**src/rtl/pin_rx.sv**
```systemverilog
// pin_rx: serial receiver for the pin-level link.
// Recovers 8N1 frames from an idle-high line: one low start bit, 8 data bits
// sent LSB first, then at least one high stop bit. The line is oversampled
// with clk, and each bit is decided by a 3-sample majority vote taken near
// the bit centre.
//
// Ports:
//   clk       system clock, rising edge
//   rst_n     asynchronous active-low reset
//   rx        serial line (asynchronous to clk, idle high)
//   dato      last correctly received byte
//   valid     one-cycle strobe, dato updated this cycle
//   frame_err one-cycle strobe, stop bit sampled low
//   busy      high while a frame is being processed (state != IDLE)
//
// state     | meaning
// ----------+------------------------------------------------------------
// IDLE      | waiting for a falling edge on the synchronized line
// START     | timing to mid start bit, confirming it is still low
// DATA      | sampling 8 data bits, one per CLK_PER_BIT cycles
// STOP      | sampling the stop bit; deliver byte or flag framing error
// WAIT_IDLE | after a framing error, wait for the line to return high
module pin_rx #(
  parameter int CLK_PER_BIT = 868,
  parameter int SYNC_STAGES = 2
) (
  input  logic       clk,
  input  logic       rst_n,
  input  logic       rx,
  output logic [7:0] dato,
  output logic       valid,
  output logic       frame_err,
  output logic       busy
);

  typedef enum logic [2:0] {IDLE, START, DATA, STOP, WAIT_IDLE} state_t;

  localparam logic [15:0] HALF_M1 = 16'(CLK_PER_BIT / 2 - 1);
  localparam logic [15:0] BIT_M1  = 16'(CLK_PER_BIT - 1);

  state_t                 state_q, state_d;
  logic [SYNC_STAGES-1:0] sync_q;
  logic                   rx_s;
  logic [2:0]             hist_q;
  logic                   vote;
  logic [15:0]            cnt_q;
  logic [2:0]             bitn_q;
  logic [7:0]             shreg_q;

  logic cnt_clr, bitn_clr, do_shift, do_load, do_err;

  assign rx_s = sync_q[SYNC_STAGES-1];
  assign vote = (hist_q[0] & hist_q[1]) | (hist_q[0] & hist_q[2]) | (hist_q[1] & hist_q[2]);
  assign busy = (state_q != IDLE);

  always_ff @(posedge clk or negedge rst_n) begin
    if (!rst_n) begin
      sync_q <= '1;
      hist_q <= 3'b111;
    end else begin
      sync_q <= {sync_q[SYNC_STAGES-2:0], rx};
      hist_q <= {hist_q[1:0], rx_s};
    end
  end

  always_ff @(posedge clk or negedge rst_n) begin
    if (!rst_n) state_q <= IDLE;
    else        state_q <= state_d;
  end

  // hist_q[0] is rx_s from the previous cycle, so IDLE sees a true 1->0 edge.
  // A break that ends in WAIT_IDLE can only leave it once the line is high,
  // so a held-low line yields exactly one framing error.
  always_comb begin
    state_d  = state_q;
    cnt_clr  = 1'b0;
    bitn_clr = 1'b0;
    do_shift = 1'b0;
    do_load  = 1'b0;
    do_err   = 1'b0;
    case (state_q)
      IDLE: begin
        if (!rx_s && hist_q[0]) begin
          state_d = START;
          cnt_clr = 1'b1;
        end
      end
      START: begin
        if (cnt_q == HALF_M1) begin
          cnt_clr  = 1'b1;
          bitn_clr = 1'b1;
          state_d  = vote ? IDLE : DATA;
        end
      end
      DATA: begin
        if (cnt_q == BIT_M1) begin
          cnt_clr  = 1'b1;
          do_shift = 1'b1;
          if (bitn_q == 3'd7) state_d = STOP;
        end
      end
      STOP: begin
        if (cnt_q == BIT_M1) begin
          cnt_clr = 1'b1;
          if (vote) begin
            do_load = 1'b1;
            state_d = IDLE;
          end else begin
            do_err  = 1'b1;
            state_d = WAIT_IDLE;
          end
        end
      end
      WAIT_IDLE: begin
        if (rx_s) begin
          cnt_clr = 1'b1;
          state_d = IDLE;
        end
      end
      default: state_d = IDLE;
    endcase
  end

  always_ff @(posedge clk or negedge rst_n) begin
    if (!rst_n) begin
      cnt_q     <= '0;
      bitn_q    <= '0;
      shreg_q   <= '0;
      dato      <= '0;
      valid     <= 1'b0;
      frame_err <= 1'b0;
    end else begin
      if (cnt_clr || state_q == IDLE || state_q == WAIT_IDLE) cnt_q <= '0;
      else                                                   cnt_q <= cnt_q + 16'd1;

      if (bitn_clr) bitn_q <= '0;
      else if (do_shift) bitn_q <= bitn_q + 3'd1;

      if (do_shift) shreg_q <= {vote, shreg_q[7:1]};
      if (do_load)  dato    <= shreg_q;

      valid     <= do_load;
      frame_err <= do_err;
    end
  end

endmodule

```
**config.mk**
```make
export PLATFORM = sky130hd
export DESIGN_NAME = pin_rx
export DESIGN_NICKNAME = d
export VERILOG_FILES = /design/src/rtl/pin_rx.sv
export SDC_FILE = /design/constraint.sdc
export NUM_CORES = 1
export LEC_CHECK = 0
export ABC_AREA = 1
export CAP_MARGIN = 20
export CORE_ASPECT_RATIO = 0.6
export CORE_MARGIN = 2
export CORE_UTILIZATION = 50
export DETAILED_ROUTE_END_ITERATION = 8
export PLACE_DENSITY = 0.69
export SETUP_SLACK_MARGIN = 0.05
export SLEW_MARGIN = 20
export SYNTH_ARGS = -nofsm -noshare
export SYNTH_HDL_FRONTEND = slang
export SYNTH_SLANG_ARGS = --single-unit
```
**constraint.sdc**
```tcl
create_clock -name clk -period 1.84 [get_ports clk]
set_input_delay 0.368 -clock clk [delete_from_list [all_inputs] [get_ports clk]]
set_output_delay 0.368 -clock clk [all_outputs]
set_load 0.03 [all_outputs]
```
Word-level counts from Yosys, hierarchy flattened
Index checks and enable logic that the tools add are counted.
{"block": "op_classes", "reduce_logical": 9, "n_bitwise": 5, "n_eq_ne": 13, "mux": 25, "add_sub_neg": 2}
{"operator": "3-bit 2-to-1 mux", "count": 9}
{"operator": "16-bit by 1-bit adder with 16-bit output (second input constant)", "count": 1}
{"operator": "16-bit by 10-bit == test with 1-bit output (second input constant)", "count": 1}
{"operator": "16-bit by 9-bit == test with 1-bit output (second input constant)", "count": 1}
{"operator": "16-bit 2-to-1 mux", "count": 1}
{"operator": "3-bit case mux with 5 select lines", "count": 1}
{"operator": "1-bit 2-to-1 mux", "count": 12}
{"operator": "2-bit inequality test (second input constant)", "count": 6}
{"operator": "3-bit by 2-bit == test with 1-bit output (second input constant)", "count": 2}
{"operator": "3-bit == test (second input constant)", "count": 2}
{"operator": "6-bit AND reduction", "count": 1}
{"operator": "1-bit case mux with 4 select lines", "count": 1}
{"operator": "3-bit by 1-bit adder with 3-bit output (second input constant)", "count": 1}
{"operator": "1-bit AND", "count": 3}
{"operator": "3-bit by 1-bit == test with 1-bit output (second input constant)", "count": 1}
{"operator": "3-bit logical NOT", "count": 1}
{"operator": "3-bit nonzero test", "count": 1}
{"operator": "1-bit logical OR", "count": 2}
{"operator": "2-bit 2-to-1 mux", "count": 1}
{"operator": "1-bit OR", "count": 2}
{"operator": "2-bit nonzero test", "count": 1}
{"operator": "2-bit OR reduction", "count": 1}
{"operator": "1-bit logical AND", "count": 1}
{"operator": "1-bit logical NOT", "count": 1}
{"block": "word_totals", "ff_bits": 45, "elab_cells": 63, "output_inout_bits": 11}

Longest topological paths before layout
Gate-level depths: netlist (run 1).
{"block": "logic_depth", "word_depth": 7, "depth_mapped": 11, "mapped_depth_nobuf": 10}

Worst setup path before layout (run 1)
Ideal clock, no wire load.
{"block": "synth_path", "path_kind": "flip-flop to flip-flop", "from": "register cnt_q[0]", "to": "register cnt_q[10]", "period_less_slack_ns": 1.491, "arrival_time_ns": 1.371, "path_slack_ns": 0.349, "path_stages_with_launch": 10, "cell_sequence": "dfrtp_1 -> ha_1 -> nand2_1 -> nor2_1 -> nand3_1 -> nand3_2 -> nand2_2 -> nand2_4 -> buf_8 -> nor2_2"}
{"block": "synth_between", "elab_chain_cells": 6, "word_cells_on_any_way": 9, "cone_classes": "add/sub: 1; eq/ne: 2; mux: 4; reduce/logical: 2"}
{"item": "start, declared", "line": "46", "source": "logic [15:0] cnt_q;"}
{"item": "start signal, assigned", "line": "134", "source": "else cnt_q <= cnt_q + 16'd1;"}
{"item": "16-bit by 10-bit == test with 1-bit output or 16-bit by 9-bit == test with 1-bit output (tied branches)", "line": "96, 103, 89"}
{"item": "1-bit 2-to-1 mux, on equally long branches", "line": "96, 103, 89"}
{"item": "1-bit case mux with 4 select lines", "line": "81", "source": "case (state_q)"}
{"item": "1-bit logical OR (2 in series)", "line": "133", "source": "if (cnt_clr || state_q == IDLE || state_q == WAIT_IDLE) cnt_q <= '0;"}
{"item": "16-bit 2-to-1 mux *", "line": "133"}
Mark *: on every way between the ends. The rest lies on a longest branch, timed or not.
A chain may end at the register's enable or synchronous reset.

Worst setup path after layout (run 1)
{"block": "layout_path", "from": "register state_q[0]", "to": "output port busy"}
{"block": "layout_between", "elab_chain_cells": 1}
{"item": "start, declared", "line": "41", "source": "state_t state_q, state_d;"}
{"item": "start signal, assigned", "line": "68", "source": "else state_q <= state_d;"}
{"item": "3-bit nonzero test", "line": "54", "source": "assign busy = (state_q != IDLE);"}
{"item": "end, declared", "line": "33", "source": "output logic busy"}
No other way between the ends.

==> results.md, run 1 <==
- Layout Cells excl Fill: 329
- DIE HEIGHT: 55.3 um
- Measured slew at the worst slew-check pin: 0.349 ns
- Share of cells above drive strength 1: 0.190
- Placer Congestion: 0.960
- Total CTS buffers: 5
- Worst-path fanout max: 4
- First-pass GRT wire length: 7070 um
- Post-Syn Nets: 255
- Clock transition at path regs: 0.09 ns
- Max rail drop VDD: 0.000779 V
- Root buffer cell: clkbuf_8
- TNS Setup: 0 ns
- CTS tree: yes
- Critical path required time: 1.47 ns
- FILL cells: 360
- RSZ-0062 raised after global routing: true
- Seq/Total Area, Yosys: 0.517
- Pwr dens: 964 nW/um^2
- Sink Count: 45
- Slew HR: 0.765
- Placed cells: 321
- WL/cell: 12.3 um
- Routed Antenna Nets: 0
- Syn Inst Count: 248
- #FFs+latches synth: 45
- Synth unique cells: 31
- Post-CTS setup buffer count: 0
- Drt initial violations: 147
- I/O Pins: 14
- Leakage: 1.15 nW
- Vias per Instance: 4.84
- Clk_skew: 0.00498 ns
- Post-layout nets: 275
- Total track usage: 0.190
- Arrival @ worst endpoint: 1.37 ns
- Die area: 4950 um^2
- Syn Area/Cell: 8.84 um^2
- TritonRoute pass-1 iters: 4
- Antenna violations before repair: 0
- Residual DRC: 0
- Setup-failing EPs final: 0
- Vias post-DR: 1591
- Finished Cell Area: 2530 um^2
- Largest net degree at the start of global routing: 46
- Max Fclk: 0.577 GHz
- Area Overhead vs Synth: 15.2%
- Area of the core: 4170 um^2
- Placed Area: 2400 um^2
- Die Wd: 89.5 um
- GRT overflow: 0
- Yosys top cell by area: dfrtp_1
- Run status: complete, no violations
- Hold crit path type: input port to asynchronous set/reset pin
- Vias in the first global route: 1408
- Area contributors post-synth: dfrtp_1 (46%), nand2_1 (8.9%), dfstp_2 (6.0%)
- Power Total: 2.44 mW
- Crit path kind: register to primary output
- Fin crit period: 1.73 ns
- Number of max-cap violations: 0
- Clk buf depth: 2
- Setup crit start kind: register
- Post-CTS resize count: 3
- Fin crit share: 0.943
- Worst Setup End Kind: primary output
- Synth top area share: 0.457
- Initial core utilization: 0.526
- Hold Vio Cnt, Final: 0
- Hold buffers post-CTS: 0
- H-tree depth: 2
- Final wirelength: 4050 um
- Row cnt: 18
- Final HPWL DP: 3000 um
- Port bufs: 13
- N_diodes: 0
- Reg2Reg Depth: 8
- Synth Warn #: 0
- Max-slew violations: 0
- Clk_lat worst skew: 0.30 ns
- Cell Area, Synth: 2190 um^2
==> registers in the layout, indices dropped and copies added (netlist names) <==
signal / count
valid: 1
frame_err: 1
bitn_q: 3
shreg_q: 8
cnt_q: 16
state_q: 3
hist_q: 3
sync_q: 2
dato: 8
==> metal layers <==
layer	up-vias	routed length (um)	track usage
met2	35	1460	0.213
li1	822	-	-
met3	4	238	0.0598
met4	0	21	0.0512
met1	730	2340	0.333
met5	-	0	0
==> where the power goes <==
part	total, mW	switching, mW	internal [mW]	leakage (nW)
Clock	0.779	0.338	0.442	0.0574
Combinational	0.469	0.302	0.168	0.499
Sequential	1.19	0.110	1.08	0.595
Total	2.44	0.750	1.69	1.15
==> layout by cell type (no fill, tap or decap), types with 6 or more instances in the layout <==
cell type        Yosys  final
o21ai_0             11     11
nor2_2              14     16
dfrtp_1             40     40
clkbuf_8             0      6
nor2_1              35     33
nand3_1             13     13
nand2_1             52     52
inv_1               25     25
xor2_1              10     10
clkdlybuf4s50_1      0     11
==> worst max-delay path, stage by stage, from the launching register on <==
cell	delay (ns)
dfrtp_1	0.43
inv_2	0.12
nand2_2	0.10
nor2_2	0.11
inv_1	0.04
clkdlybuf4s15_2	0.27
==> cell type report <==
type	count	area (um^2)	share of cell area
Sequential cell	45	1130	0.448
Multi-Input combinational cell	174	942	0.373
Timing Repair Buffer	15	154	0.0609
Inverter	27	103	0.0406
Clock buffer	6	82.6	0.0327
Tap cell	60	75.1	0.0297
Clock inverter	2	37.5	0.0149
==> cells in the mapped netlist (all sizes together) <==
master  number
or2          1
a21boi       1
xor2        10
nor2        50
o21a         1
ha           4
dfstp        5
buf          2
and2         1
nor3         4
a21oi        5
nand2       58
dfrtp       40
inv         26
xnor2        4
clkinv       1
nand3b       1
o21bai       1
nand4        5
nand3       17
o21ai       11
==> worst paths after layout <==
path / start / to / slack [ns]
hold / removal: rst_n / cnt_q[5] / 0.03
hold reg to reg: sync_q[0] / sync_q[1] / 0.36
setup reg to reg: cnt_q[0] / cnt_q[4] / 0.21
min in group clk: sync_q[0] / sync_q[1] / 0.36
setup / recovery: state_q[0] / busy / 0.11
max in group asynchronous: rst_n / hist_q[0] / 1.54
==> cells by family after synthesis <==
| group | share of synthesized area |
|---|---|
| AO/OA/AOI/OAI | 0.0485 |
| XOR/XNOR | 0.0559 |
| adder cells (fa/ha/maj) | 0.0228 |
| buffers and inverters | 0.0559 |
| flip-flops | 0.517 |
| AND/OR/NAND/NOR | 0.300 |
==> through the flow <==
| stage | worst slack [ns] | hold slack, ns | utilization |
|---|---|---|---|
| 5_1_grt | 0.0130 | 0.0408 | 0.606 |
| 2_1_floorplan | 0.349 | 0.0724 | - |
| 3_5_place_dp | 0.0988 | 0.348 | 0.576 |
| 4_1_cts | 0.0615 | 0.0384 | 0.605 |
| 6_report | 0.106 | 0.0255 | 0.606 |
| 3_3_place_gp | 0.121 | 0.346 | 0.576 |
Power figures use the tool's default switching activity.
==> inputs of run 2 (changes only) <==
--- a/config.mk
+++ b/config.mk
@@ -11,6 +11,7 @@
 export CORE_MARGIN = 2
 export CORE_UTILIZATION = 50
 export DETAILED_ROUTE_END_ITERATION = 8
+export GPL_TIMING_DRIVEN = 0
 export PLACE_DENSITY = 0.69
 export SETUP_SLACK_MARGIN = 0.05
 export SLEW_MARGIN = 20
==> results.md, run 2 (synthesis gave the netlist of run 1 again) <==
- Pre-CTS setup slack: 0.0777 ns (-0.0211 ns)
- Power Total: 2.49 mW (+2.2%)
- Clk_lat worst skew: 0.30 ns (about the same)
- Initial core utilization: 0.526 (unchanged)
- Max Fclk: 0.589 GHz (+2.2%)
- Fin Hold WS: 0.0562 ns (+0.0307 ns)
- Final HPWL DP: 3180 um (+5.9%)
- Hold buffers post-CTS: 0 (unchanged)
- RSZ-0062 raised after global routing: false
- N_diodes: 0 (unchanged)
- Port bufs: 13 (unchanged)
- Post-layout nets: 278 (+1.1%)
- CP delay by family, top: buffers and inverters
- Vias per Instance: 4.88 (+0.96%)
- Residual DRC: 0 (unchanged)
- Worst R2R Setup Slack: 0.19 ns (-0.02 ns)
- Slowest cell delay on critical path: 0.67 ns (+0.24 ns)
- Measured slew at the worst slew-check pin: 0.573 ns (+0.224 ns)
- CP bufs+invs: 1 (-2)
- Max reg flops: 16 (unchanged)
- CTS tree: yes
- First-pass GRT wire length: 7560 um (+6.8%)
- Clock transition at path regs: 0.08 ns (about the same)
- Final core occ: 0.614 (+0.00751)
- Vias post-DR: 1621 (+1.9%)
- Row cnt: 18 (unchanged)
- Max-slew violations: 0 (unchanged)
- WL/cell: 12.6 um (+1.9%)
- Leakage: 1.17 nW (+1.2%)
- TritonRoute pass-1 iters: 4 (unchanged)
- Area of the core: 4170 um^2 (unchanged)
- Area Overhead vs Synth: 16.7%
- Biggest regs: cnt_q (16), dato (8), shreg_q (8)
- I/O Pins: 14 (unchanged)
- Fin crit share: 0.923 (-0.0199)
- Hold crit path type: input port to asynchronous set/reset pin
- H-tree depth: 2 (unchanged)
- Fin crit period: 1.70 ns (-0.0366 ns)
- Placed Area: 2420 um^2 (+0.83%)
- Antenna violations before repair: 0 (unchanged)
- Pwr dens: 974 nW/um^2 (+1.0%)
- Root buffer cell: clkbuf_8
- Clk_skew: 0.00621 ns (+0.00123 ns)
- Sink Count: 45 (unchanged)
- Routed Antenna Nets: 0 (unchanged)
- Crit path kind: register to primary output
- Worst-path fanout max: 2 (-2)
- Register bank with the most flops: cnt_q
- FILL cells: 374 (+3.9%)
- Share of cells above drive strength 1: 0.202 (+0.0126)
- Run status: complete, no violations
- Die Wd: 89.5 um (unchanged)
- Hold Vio Cnt, Final: 0 (unchanged)
- Final worst slack: 0.142 ns (+0.0366 ns)
- Arrival @ worst endpoint: 1.33 ns (-0.04 ns)
- DIE HEIGHT: 55.3 um (unchanged)
- CP max stage cell: clkdlybuf4s50_1
- Total track usage: 0.201 (+0.0115)
- Clk buf depth: 2 (unchanged)
- Die area: 4950 um^2 (unchanged)
- CP cell instances: clkdlybuf4s50_1
- Setup-failing EPs final: 0 (unchanged)
- Critical path required time: 1.47 ns (about the same)
- Most frequent cells in the layout: nand2_1 (52), dfrtp_1 (40), nor2_1 (33)
- Final wirelength: 4170 um (+2.9%)
- Slew HR: 0.618 (-0.148)
- Commonest non-fill, non-tap cell in the layout: nand2_1
- Worst Setup End Kind: primary output
- Largest net degree at the start of global routing: 25 (-46%)
- Setup crit start kind: register
- Placer Congestion: 0.927 (-3.5%)
- Total CTS buffers: 5 (unchanged)
- Drt initial violations: 119 (-19%)
- Finished Cell Area: 2560 um^2 (+1.2%)
- Vias in the first global route: 1503 (+6.7%)
- Number of max-cap violations: 0 (unchanged)
- Max rail drop VDD: 0.00103 V (+32%)
- GRT overflow: 0 (unchanged)
run 2: path summary, 6_finish.rpt:
kind,from,to,cells after the start
max in group asynchronous,rst_n,hist_q[0],2
max reg2reg,cnt_q[0],cnt_q[11],9
max,dato[0],dato[0],1
min,rst_n,cnt_q[1],1
min in group clk,sync_q[0],sync_q[1],0
min reg2reg,sync_q[0],sync_q[1],0
run 2: where the power goes:
group / internal (mW) / leakage, nW / switching [mW]
logic: 0.206 / 0.513 / 0.324
registers: 1.08 / 0.595 / 0.103
clock network: 0.442 / 0.0574 / 0.339
total: 1.73 / 1.17 / 0.765
run 2: metrics by stage:
step / setup TNS [ns] / std cells
after floorplan: 0 / 248
after global placement: -35.89 / 321
after detailed placement: 0 / 322
after CTS: 0 / 331
after global routing: 0 / 332
final: 0 / 332
run 2: timing repair:
item	CTS	global route
resized for setup	3	5
buffers inserted	1	1
endpoints found under the setup margin	1	15
pin swaps	0	0
run 2: metal layers:
| layer | vias up | GRT usage | wire length [um] |
|---|---|---|---|
| met5 | - | 0 | 0 |
| met4 | 0 | 0.0512 | 39 |
| met3 | 6 | 0.0538 | 292 |
| met2 | 45 | 0.231 | 1490 |
| met1 | 747 | 0.356 | 2350 |
| li1 | 823 | - | - |
run 2: final cells by class:
cell class	instances	area [um^2]	area share
sequential	45	1130	0.443
multi-input combinational	174	945	0.369
timing repair buffer	16	163	0.0636
inverter	27	103	0.0401
clock buffer	6	82.6	0.0323
tap	60	75.1	0.0294
clock inverter	2	37.5	0.0147
buffer	2	20.0	0.00783
==> inputs of run 3 (changes only) <==
--- a/config.mk
+++ b/config.mk
@@ -10,6 +10,7 @@
 export CORE_ASPECT_RATIO = 0.6
 export CORE_MARGIN = 2
 export CORE_UTILIZATION = 50
+export CTS_CLUSTER_SIZE = 24
 export DETAILED_ROUTE_END_ITERATION = 8
 export GPL_TIMING_DRIVEN = 0
 export PLACE_DENSITY = 0.69
==> results of run 3 <==
Final layout, timing and power as in run 2 (identical DEF).
